===== src/rtl/multicycle_ctrl.sv =====
// -----------------------------------------------------------------------------
// multicycle_ctrl
//
// Moore-style control FSM for the shared-ALU, shared-memory multicycle RV32I
// datapath (lw, sw, R-type, I-type ALU, beq, jal). Every instruction is split
// into Fetch / Decode / Execute / Memory / Writeback steps. This block drives
// the datapath mux selects and write enables each cycle, stalls on the unified
// memory's ready handshake, flags illegal opcodes and counts retired
// instructions. ALU function decode is done downstream by the ALU decoder,
// which consumes ALUOp.
//
// Parameters
//   CNT_W        width of the retired-instruction counter
//   MEM_WAIT_EN  1 = honour MemReady, 0 = memory always completes in one cycle
//
// Ports
//   clk        in   rising-edge clock
//   reset      in   asynchronous, active-high; forces FETCH, clears counters
//   op         in   opcode field of the instruction register
//   Zero       in   ALU zero flag (branch compare result)
//   MemReady   in   unified memory completes its access this cycle
//   PCWrite    out  PC register enable
//   AdrSrc     out  memory address select: 0 PC, 1 Result
//   MemWrite   out  memory write strobe
//   IRWrite    out  instruction register / OldPC enable
//   RegWrite   out  register file write enable
//   ResultSrc  out  00 ALUOut, 01 Data, 10 ALUResult
//   ALUSrcA    out  00 PC, 01 OldPC, 10 RegA
//   ALUSrcB    out  00 RegB, 01 ImmExt, 10 constant 4
//   ALUOp      out  00 add, 01 sub/compare, 10 funct-decoded
//   ImmSrc     out  immediate format, decoded straight from op
//   Illegal    out  sticky illegal-opcode flag
//   Instret    out  retired-instruction count (wraps)
// -----------------------------------------------------------------------------
module multicycle_ctrl #(
    parameter int CNT_W       = 32,
    parameter bit MEM_WAIT_EN = 1'b1
) (
    input  logic             clk,
    input  logic             reset,
    input  logic [6:0]       op,
    input  logic             Zero,
    input  logic             MemReady,
    output logic             PCWrite,
    output logic             AdrSrc,
    output logic             MemWrite,
    output logic             IRWrite,
    output logic             RegWrite,
    output logic [1:0]       ResultSrc,
    output logic [1:0]       ALUSrcA,
    output logic [1:0]       ALUSrcB,
    output logic [1:0]       ALUOp,
    output logic [1:0]       ImmSrc,
    output logic             Illegal,
    output logic [CNT_W-1:0] Instret
);

    // State encoding (binary)
    localparam logic [3:0] S_FETCH    = 4'd0;
    localparam logic [3:0] S_DECODE   = 4'd1;
    localparam logic [3:0] S_MEMADR   = 4'd2;
    localparam logic [3:0] S_MEMREAD  = 4'd3;
    localparam logic [3:0] S_MEMWB    = 4'd4;
    localparam logic [3:0] S_MEMWRITE = 4'd5;
    localparam logic [3:0] S_EXECR    = 4'd6;
    localparam logic [3:0] S_EXECI    = 4'd7;
    localparam logic [3:0] S_ALUWB    = 4'd8;
    localparam logic [3:0] S_BEQ      = 4'd9;
    localparam logic [3:0] S_JAL      = 4'd10;
    localparam logic [3:0] S_TRAP     = 4'd11;

    // Supported opcodes
    localparam logic [6:0] OP_LW   = 7'b0000011;
    localparam logic [6:0] OP_SW   = 7'b0100011;
    localparam logic [6:0] OP_RTYP = 7'b0110011;
    localparam logic [6:0] OP_IALU = 7'b0010011;
    localparam logic [6:0] OP_BEQ  = 7'b1100011;
    localparam logic [6:0] OP_JAL  = 7'b1101111;

    // Mux select encodings
    localparam logic [1:0] RES_ALUOUT = 2'b00;
    localparam logic [1:0] RES_DATA   = 2'b01;
    localparam logic [1:0] RES_ALURES = 2'b10;
    localparam logic [1:0] SRCA_PC    = 2'b00;
    localparam logic [1:0] SRCA_OLDPC = 2'b01;
    localparam logic [1:0] SRCA_REGA  = 2'b10;
    localparam logic [1:0] SRCB_REGB  = 2'b00;
    localparam logic [1:0] SRCB_IMM   = 2'b01;
    localparam logic [1:0] SRCB_FOUR  = 2'b10;
    localparam logic [1:0] ALU_ADD    = 2'b00;
    localparam logic [1:0] ALU_SUB    = 2'b01;
    localparam logic [1:0] ALU_FUNCT  = 2'b10;

    logic [3:0] state;
    logic [3:0] state_nxt;
    logic       mem_rdy;
    logic       retire;

    // Raw enables before the reset override
    logic       pcwrite_raw;
    logic       memwrite_raw;
    logic       irwrite_raw;
    logic       regwrite_raw;

    // With waiting disabled the memory is assumed to finish every access in
    // the cycle it is issued.
    assign mem_rdy = MEM_WAIT_EN ? MemReady : 1'b1;

    // State register
    always_ff @(posedge clk or posedge reset) begin
        if (reset) begin
            state <= S_FETCH;
        end else begin
            state <= state_nxt;
        end
    end

    // Next-state logic
    always_comb begin
        state_nxt = state;
        case (state)
            S_FETCH: begin
                if (mem_rdy) state_nxt = S_DECODE;
            end
            S_DECODE: begin
                case (op)
                    OP_LW, OP_SW: state_nxt = S_MEMADR;
                    OP_RTYP:      state_nxt = S_EXECR;
                    OP_IALU:      state_nxt = S_EXECI;
                    OP_BEQ:       state_nxt = S_BEQ;
                    OP_JAL:       state_nxt = S_JAL;
                    default:      state_nxt = S_TRAP;
                endcase
            end
            S_MEMADR: begin
                // op is held by the IR, so only lw/sw can reach this state;
                // anything else recovers to FETCH rather than wedging.
                if (op == OP_LW)      state_nxt = S_MEMREAD;
                else if (op == OP_SW) state_nxt = S_MEMWRITE;
                else                  state_nxt = S_FETCH;
            end
            S_MEMREAD: begin
                if (mem_rdy) state_nxt = S_MEMWB;
            end
            S_MEMWB:    state_nxt = S_FETCH;
            S_MEMWRITE: begin
                if (mem_rdy) state_nxt = S_FETCH;
            end
            S_EXECR:    state_nxt = S_ALUWB;
            S_EXECI:    state_nxt = S_ALUWB;
            S_ALUWB:    state_nxt = S_FETCH;
            S_BEQ:      state_nxt = S_FETCH;
            // jal still has to write the link address (PC+4) into rd
            S_JAL:      state_nxt = S_ALUWB;
            S_TRAP:     state_nxt = S_TRAP;
            default:    state_nxt = S_FETCH;
        endcase
    end

    // Moore output decode; every signal defaults to 0 in each state
    always_comb begin
        pcwrite_raw  = 1'b0;
        memwrite_raw = 1'b0;
        irwrite_raw  = 1'b0;
        regwrite_raw = 1'b0;
        AdrSrc       = 1'b0;
        ResultSrc    = RES_ALUOUT;
        ALUSrcA      = SRCA_PC;
        ALUSrcB      = SRCB_REGB;
        ALUOp        = ALU_ADD;
        case (state)
            S_FETCH: begin
                // PC+4 computed and written back through ALUResult; both PC
                // and IR only load once the instruction word has arrived.
                AdrSrc      = 1'b0;
                ALUSrcA     = SRCA_PC;
                ALUSrcB     = SRCB_FOUR;
                ALUOp       = ALU_ADD;
                ResultSrc   = RES_ALURES;
                irwrite_raw = mem_rdy;
                pcwrite_raw = mem_rdy;
            end
            S_DECODE: begin
                // Branch/jump target OldPC+imm parked in ALUOut
                ALUSrcA = SRCA_OLDPC;
                ALUSrcB = SRCB_IMM;
                ALUOp   = ALU_ADD;
            end
            S_MEMADR: begin
                ALUSrcA = SRCA_REGA;
                ALUSrcB = SRCB_IMM;
                ALUOp   = ALU_ADD;
            end
            S_MEMREAD: begin
                ResultSrc = RES_ALUOUT;
                AdrSrc    = 1'b1;
            end
            S_MEMWB: begin
                ResultSrc    = RES_DATA;
                regwrite_raw = 1'b1;
            end
            S_MEMWRITE: begin
                // Strobe held for the whole stall; the memory commits on the
                // cycle it raises MemReady.
                ResultSrc    = RES_ALUOUT;
                AdrSrc       = 1'b1;
                memwrite_raw = 1'b1;
            end
            S_EXECR: begin
                ALUSrcA = SRCA_REGA;
                ALUSrcB = SRCB_REGB;
                ALUOp   = ALU_FUNCT;
            end
            S_EXECI: begin
                ALUSrcA = SRCA_REGA;
                ALUSrcB = SRCB_IMM;
                ALUOp   = ALU_FUNCT;
            end
            S_ALUWB: begin
                ResultSrc    = RES_ALUOUT;
                regwrite_raw = 1'b1;
            end
            S_BEQ: begin
                // Compare rs1-rs2 while the target sits in ALUOut
                ALUSrcA     = SRCA_REGA;
                ALUSrcB     = SRCB_REGB;
                ALUOp       = ALU_SUB;
                ResultSrc   = RES_ALUOUT;
                pcwrite_raw = Zero;
            end
            S_JAL: begin
                // PC <- target from ALUOut; ALU meanwhile forms OldPC+4 for rd
                ALUSrcA     = SRCA_OLDPC;
                ALUSrcB     = SRCB_FOUR;
                ALUOp       = ALU_ADD;
                ResultSrc   = RES_ALUOUT;
                pcwrite_raw = 1'b1;
            end
            default: begin
                // TRAP and unused encodings: everything stays 0
            end
        endcase
    end

    // Architectural write enables are held off for the whole reset pulse,
    // even though the state register already reads FETCH.
    assign PCWrite  = pcwrite_raw  & ~reset;
    assign MemWrite = memwrite_raw & ~reset;
    assign IRWrite  = irwrite_raw  & ~reset;
    assign RegWrite = regwrite_raw & ~reset;

    // Immediate format comes straight from the opcode
    always_comb begin
        case (op)
            OP_SW:   ImmSrc = 2'b01;
            OP_BEQ:  ImmSrc = 2'b10;
            OP_JAL:  ImmSrc = 2'b11;
            default: ImmSrc = 2'b00;
        endcase
    end

    // An instruction retires on the step that hands control back to FETCH
    // from its final state. jal retires through ALUWB, so it is counted once.
    always_comb begin
        retire = 1'b0;
        if (state_nxt == S_FETCH) begin
            case (state)
                S_MEMWB, S_ALUWB, S_BEQ: retire = 1'b1;
                S_MEMWRITE:              retire = mem_rdy;
                default:                 retire = 1'b0;
            endcase
        end
    end

    // Retired-instruction counter, wraps modulo 2^CNT_W
    always_ff @(posedge clk or posedge reset) begin
        if (reset) begin
            Instret <= '0;
        end else if (retire) begin
            Instret <= Instret + CNT_W'(1);
        end
    end

    // Sticky illegal flag, cleared only by reset
    always_ff @(posedge clk or posedge reset) begin
        if (reset) begin
            Illegal <= 1'b0;
        end else if ((state == S_DECODE) && (state_nxt == S_TRAP)) begin
            Illegal <= 1'b1;
        end
    end

endmodule

===== config.mk =====
export PLATFORM = sky130hd
export DESIGN_NAME = multicycle_ctrl
export DESIGN_NICKNAME = d
export VERILOG_FILES = /design/src/rtl/multicycle_ctrl.sv
export SDC_FILE = /design/constraint.sdc
export NUM_CORES = 1
export LEC_CHECK = 0
export ABC_AREA = 1
export CORE_MARGIN = 5
export CORE_UTILIZATION = 45
export CTS_CLUSTER_SIZE = 12
export DETAILED_ROUTE_END_ITERATION = 12
export GPL_TIMING_DRIVEN = 0
export PLACE_DENSITY = 0.83
export SLEW_MARGIN = 20
export SYNTH_ARGS = -nofsm -noshare
export SYNTH_HDL_FRONTEND = slang
export SYNTH_SLANG_ARGS = --single-unit

===== constraint.sdc =====
create_clock -name clk -period 2.8 [get_ports clk]
set_clock_uncertainty 0.2 [all_clocks]
set_input_delay 0.56 -clock clk [delete_from_list [all_inputs] [get_ports clk]]
set_output_delay 0.56 -clock clk [all_outputs]
set_load 0.01 [all_outputs]

**Word level (Yosys, flattened, before mapping)**

Index checks and enable logic that the tools add are counted.

- Bits in registers: 37
- Output and inout port bits: 48
- Logic and storage cells: 59

- Reduce and logical (&&, ||, !) cells: 13
- Bitwise logic cells: 5
- Add/sub/neg operators: 1
- Equality and inequality tests: 18
- Multiplexer cells: 19

Operator list:

| kind | number |
|---|---|
| adder 32 x 1 -> 32 bit, second input constant | 1 |
| one-hot mux 4 bit (7 select lines) | 1 |
| == test 4 bit, second input constant | 5 |
| one-hot mux 4 bit (5 select lines) | 1 |
| == test 4 x 3 -> 1 bit, second input constant | 4 |
| one-hot mux 2 bit (2 select lines) | 4 |
| == test 7 x 6 -> 1 bit, second input constant | 2 |
| == test 7 bit, second input constant | 2 |
| 2-to-1 mux 4 bit | 3 |
| OR reduction 2 bit | 6 |
| OR reduction 3 bit | 3 |
| == test 4 x 2 -> 1 bit, second input constant | 2 |
| logical NOT 4 bit | 2 |
| == test 7 x 2 -> 1 bit, second input constant | 1 |
| == test 7 x 5 -> 1 bit, second input constant | 1 |
| 2-to-1 mux 3 bit | 2 |
| one-hot mux 2 bit (3 select lines) | 1 |
| 2-to-1 mux 1 bit | 5 |
| AND 1 bit | 4 |
| == test 4 x 1 -> 1 bit, second input constant | 1 |
| OR reduction 4 bit | 1 |
| one-hot mux 1 bit (3 select lines) | 1 |
| one-hot mux 1 bit (2 select lines) | 1 |
| logical AND 1 bit | 1 |
| NOT 1 bit | 1 |

**Depth between registers and ports, before layout**

- Depth after elaboration: 6
- Gate-level depth with buffers: 11

**Worst setup path after synthesis**

No wires, ideal clock.

- Path type: input -> output
- Start point: input op[2]
- End point: output ImmSrc[0]
- Slack: 0.917 ns
- Cell stages on the path: 5
- Required time: 2.040 ns
- Arrival time: 1.123 ns
- Cell sequence: inv_1 > nand2_1 > nor2_1 > nand4_1 > nand2_1

- Word-level cells in the longest chain between the ends: 2
- Elaborated cells between the ends (all ways): 4
- Those cells by class: eq/ne: 3; mux: 1

RTL lines:

| element | line | RTL |
|---|---|---|
| start: declaration | 41 | `input logic [6:0] op,` |
| == test 7 bit or == test 7 x 6 -> 1 bit (tied branches) | 254 | `case (op)` |
| one-hot mux 2 bit (3 select lines) (*) | 254 |  |
| end: declaration | 53 | `output logic [1:0] ImmSrc,` |

Mark *: on every way between the ends. The rest lies on a longest branch, timed or not.

**Final worst setup path**

- Start point: register state[2]
- End point: output PCWrite

- Word-level cells in the longest chain between the ends: 3
- Elaborated cells between the ends (all ways): 5
- Those cells by class: eq/ne: 2; mux: 1; bitwise: 1; reduce/logical: 1

RTL lines:

| element | line | RTL |
|---|---|---|
| start: declaration | 94 | `logic [3:0] state;` |
| start signal: assignment | 114 | `state <= state_nxt;` |
| == test 4 bit or logical NOT 4 bit (tied branches) | 171 | `case (state)` |
| one-hot mux 1 bit (3 select lines) (*) | 171 |  |
| AND 1 bit (*) | 247 | `assign PCWrite = pcwrite_raw & ~reset;` |
| end: declaration | 44 | `output logic PCWrite,` |

Marked as above.

==> results.sh <==
export IMPL_status="finished clean"
export IMPL_dieWidth_um=84.0
export IMPL_grt_max_degree=38
export IMPL_min_period_ns=2.60
export IMPL_combPwrFrac_pct=42.7
export IMPL_wire_per_inst_um=11.8
export IMPL_switchingPower_uw=681
export IMPL_final_cell_mix="nand2_1, nor2_1, clkdlybuf4s50_1"
export IMPL_r2r_cells=6
export IMPL_p_seq_share_pct=37.4
export IMPL_clockRootBuffer="clkbuf_8"
export IMPL_setup_violations=0
export IMPL_row_count=27
export IMPL_cts_num_sinks=37
export IMPL_whs_endpoint="Illegal"
export IMPL_max_slew_margin_pct=50.5
export IMPL_antenna_found_initial=0
export IMPL_r2r_setup_slack_ns=0.91
export IMPL_dr_first_iter_drc_count=112
export IMPL_holdPathStages=2
export IMPL_syn_num_nets=391
export IMPL_tns_ns=0
export IMPL_finalHoldViolCount=0
export IMPL_drive_gt1_share_pct=6.07
export IMPL_synthToLayoutAreaGrowth_pct=31.2
export IMPL_hpwl_um=4840
export IMPL_drt_total_wl_um=6090
export IMPL_final_max_slew_violation_count=0
export IMPL_dp_cells=509
export IMPL_synth_area_leaders="dfrtp_1, nand2_1, nor2_1"
export IMPL_p_leak_nw=1.49
export IMPL_tightest_slew_ns=0.742
export IMPL_ys_seq_area_share_pct=37.6
export IMPL_globalplace_congestion=0.882
export IMPL_sw_frac_of_total_pct=38.1
export IMPL_antennaDiodeCount=0
export IMPL_yosys_warnings=0
export IMPL_fmax_ghz=0.385
export IMPL_clk_latency_ns=0.29
export IMPL_power_mw=1.79
export IMPL_synthCells=379
export IMPL_syn_area_per_cell_um2=6.50
export IMPL_die_height_um=84.0
export IMPL_grt_total_usage_pct=18.3
export IMPL_die_area_um2=7050
export IMPL_rsz0062_at_grt="false"
export IMPL_worstSetupEndpointType="output port"
export IMPL_drc=0
export IMPL_synth_top_area_cell="dfrtp_1"
export IMPL_fin_area_um2=3230
export IMPL_worstSetupPathType="reg -> out"
export IMPL_startpoint_type="flop"
export IMPL_via_per_inst=4.83
export IMPL_nets=456
export IMPL_synth_top_area_share_pct=37.6
export IMPL_core_area_um2=5410
export IMPL_required_ns=2.04
export IMPL_cts_tree="yes"
export IMPL_boundaryPins=59
export IMPL_cts_buffers=5
export IMPL_final_util_pct=59.8
export IMPL_critPathTopFamily="buffers and inverters"
export IMPL_place_area_um2=3130
export IMPL_reg2reg_to="Instret[10]"
export IMPL_synth_area_um2=2460
export IMPL_drt_first_pass_iters=4
export IMPL_final_cells=517
export IMPL_ir_drop_mv=0.398
export IMPL_power_frac_clock_pct=19.9
export IMPL_p_int_mw=1.11
export IMPL_ys_ff_latch=37
export IMPL_crit_chain="inv_1 -> nand2_1 -> inv_1 -> nand2_2 -> inv_1 -> nand2_1 -> a31oi_1 -> clkdlybuf4s50_1"
export IMPL_synth_distinct_cells=26
export IMPL_max_stage_delay_ns=0.56
export IMPL_cpMostUsedCell="inv_1"
export IMPL_initial_core_util_pct=45.6
export IMPL_grt_pass1_vias=2475
export IMPL_p_per_area_nw_per_um2=553
export IMPL_ctsHtreeMaxLevel=2
export IMPL_cpMaxStageDelayCell="clkdlybuf4s50_1"
export IMPL_worstPathArrival_ns=1.84
export IMPL_timing_rr_start="Instret[0]"
export IMPL_grt_first_pass_wirelength_um=10700
export IMPL_clk_path_buf_depth=2
export IMPL_hp_class="reg -> reg"
export IMPL_critPathBufInv=4
export IMPL_numPortBuffers=58
export IMPL_ant_nets=0
export IMPL_clkTransAtPathRegs_ns=0.07
export IMPL_cp_max_fo=3
export IMPL_vias=2495
export IMPL_gr_total_overflow=0
export IMPL_hp_start="Illegal"
export IMPL_final_period_utilization_pct=92.8
export IMPL_layout_commonest_cell="nand2_1"
export IMPL_cap_violations=0
## how the worst max path moves through the flow
| stage | startpoint | endpoint | slack (ns) | cells past startpoint |
|---|---|---|---|---|
| after floorplan | op[2] | ImmSrc[0] | 0.92 | 5 |
| after global placement | op[1] | ImmSrc[0] | -0.12 | 6 |
| after detailed placement | op[0] | ImmSrc[0] | -0.16 | 6 |
| after CTS | op[5] | ImmSrc[1] | 0.02 | 6 |
| after global routing | state[2] | PCWrite | 0.05 | 8 |
| final | state[2] | PCWrite | 0.20 | 8 |
## repair_timing
action	CTS	global route
setup buffers	0	0
hold buffers	0	0
resized for setup	5	3
pin swaps	1	0
setup endpoints to repair	3	2
## area by class of cell
type | count | area, µm²
plain buffers | 4 | 28.8
clock buffers | 8 | 80.1
fillers | 519 | 2170
inverters | 42 | 158
multi-input cells | 296 | 1370
flip-flops and latches | 37 | 926
well taps | 72 | 90.1
repair buffers | 58 | 581
## power by group through the flow
stage / clock (mW) / combinational [mW] / sequential [mW]
after floorplan: 0 / 0.428 / 0.678
after CTS: 0.358 / 0.766 / 0.666
after detailed placement: 0 / 0.759 / 0.675
final: 0.356 / 0.762 / 0.668
after global placement: 0 / 0.753 / 0.675
after global routing: 0.383 / 0.850 / 0.680
## cell usage after synthesis
library cell  count
o211ai_1          2
nand3_1          17
inv_1            40
nor2_4            1
nand3b_1          7
nand2_1         159
a31oi_1           1
nand2_2           5
dfrtp_1          37
and3_1            1
nor2_1           61
nor2_2            5
nand4_1           1
buf_6             1
o21ai_0           3
nor4_1            1
ha_1              1
nor3_1            6
nand3_2           1
inv_2             2
xnor2_1          12
xor2_1           10
buf_4             1
o2111ai_1         1
a21oi_1           1
buf_2             2
## registers in the layout, indices dropped and copies added, names as in the netlist
name	cells
Illegal	1
Instret	32
state	4
## routing by layer
layer | global-route usage (%) | routed length, µm
met5 | 0 | 0
met2 | 31.1 | 2810
met4 | 5.56 | 80
met1 | 23.3 | 2890
met3 | 3.95 | 311
## kinds of logic after synthesis
family / after synthesis / share of synthesized area, %
DFF: 37 / 37.6
and+or+nand+nor: 265 / 44.5
buffers and inverters: 46 / 7.57
AOI/OAI and AO/OA: 8 / 2.03
adders and majority gates: 1 / 0.508
xor gates and xnor gates: 22 / 7.82
## metrics by stage
stage | setup slack (ns) | hold WS, ns
2_1_floorplan | 0.917 | 0.300
3_3_place_gp | -0.118 | 0.256
3_5_place_dp | -0.155 | 0.249
4_1_cts | 0.0231 | 0.279
5_1_grt | 0.0455 | 0.336
6_report | 0.201 | 0.269
## worst min-delay path: stages, from the launching register on
cell     delay [ns]
dfrtp_1        0.35
inv_1          0.04
nand2_1        0.05
Note: power is estimated with default switching activity, not from simulation.
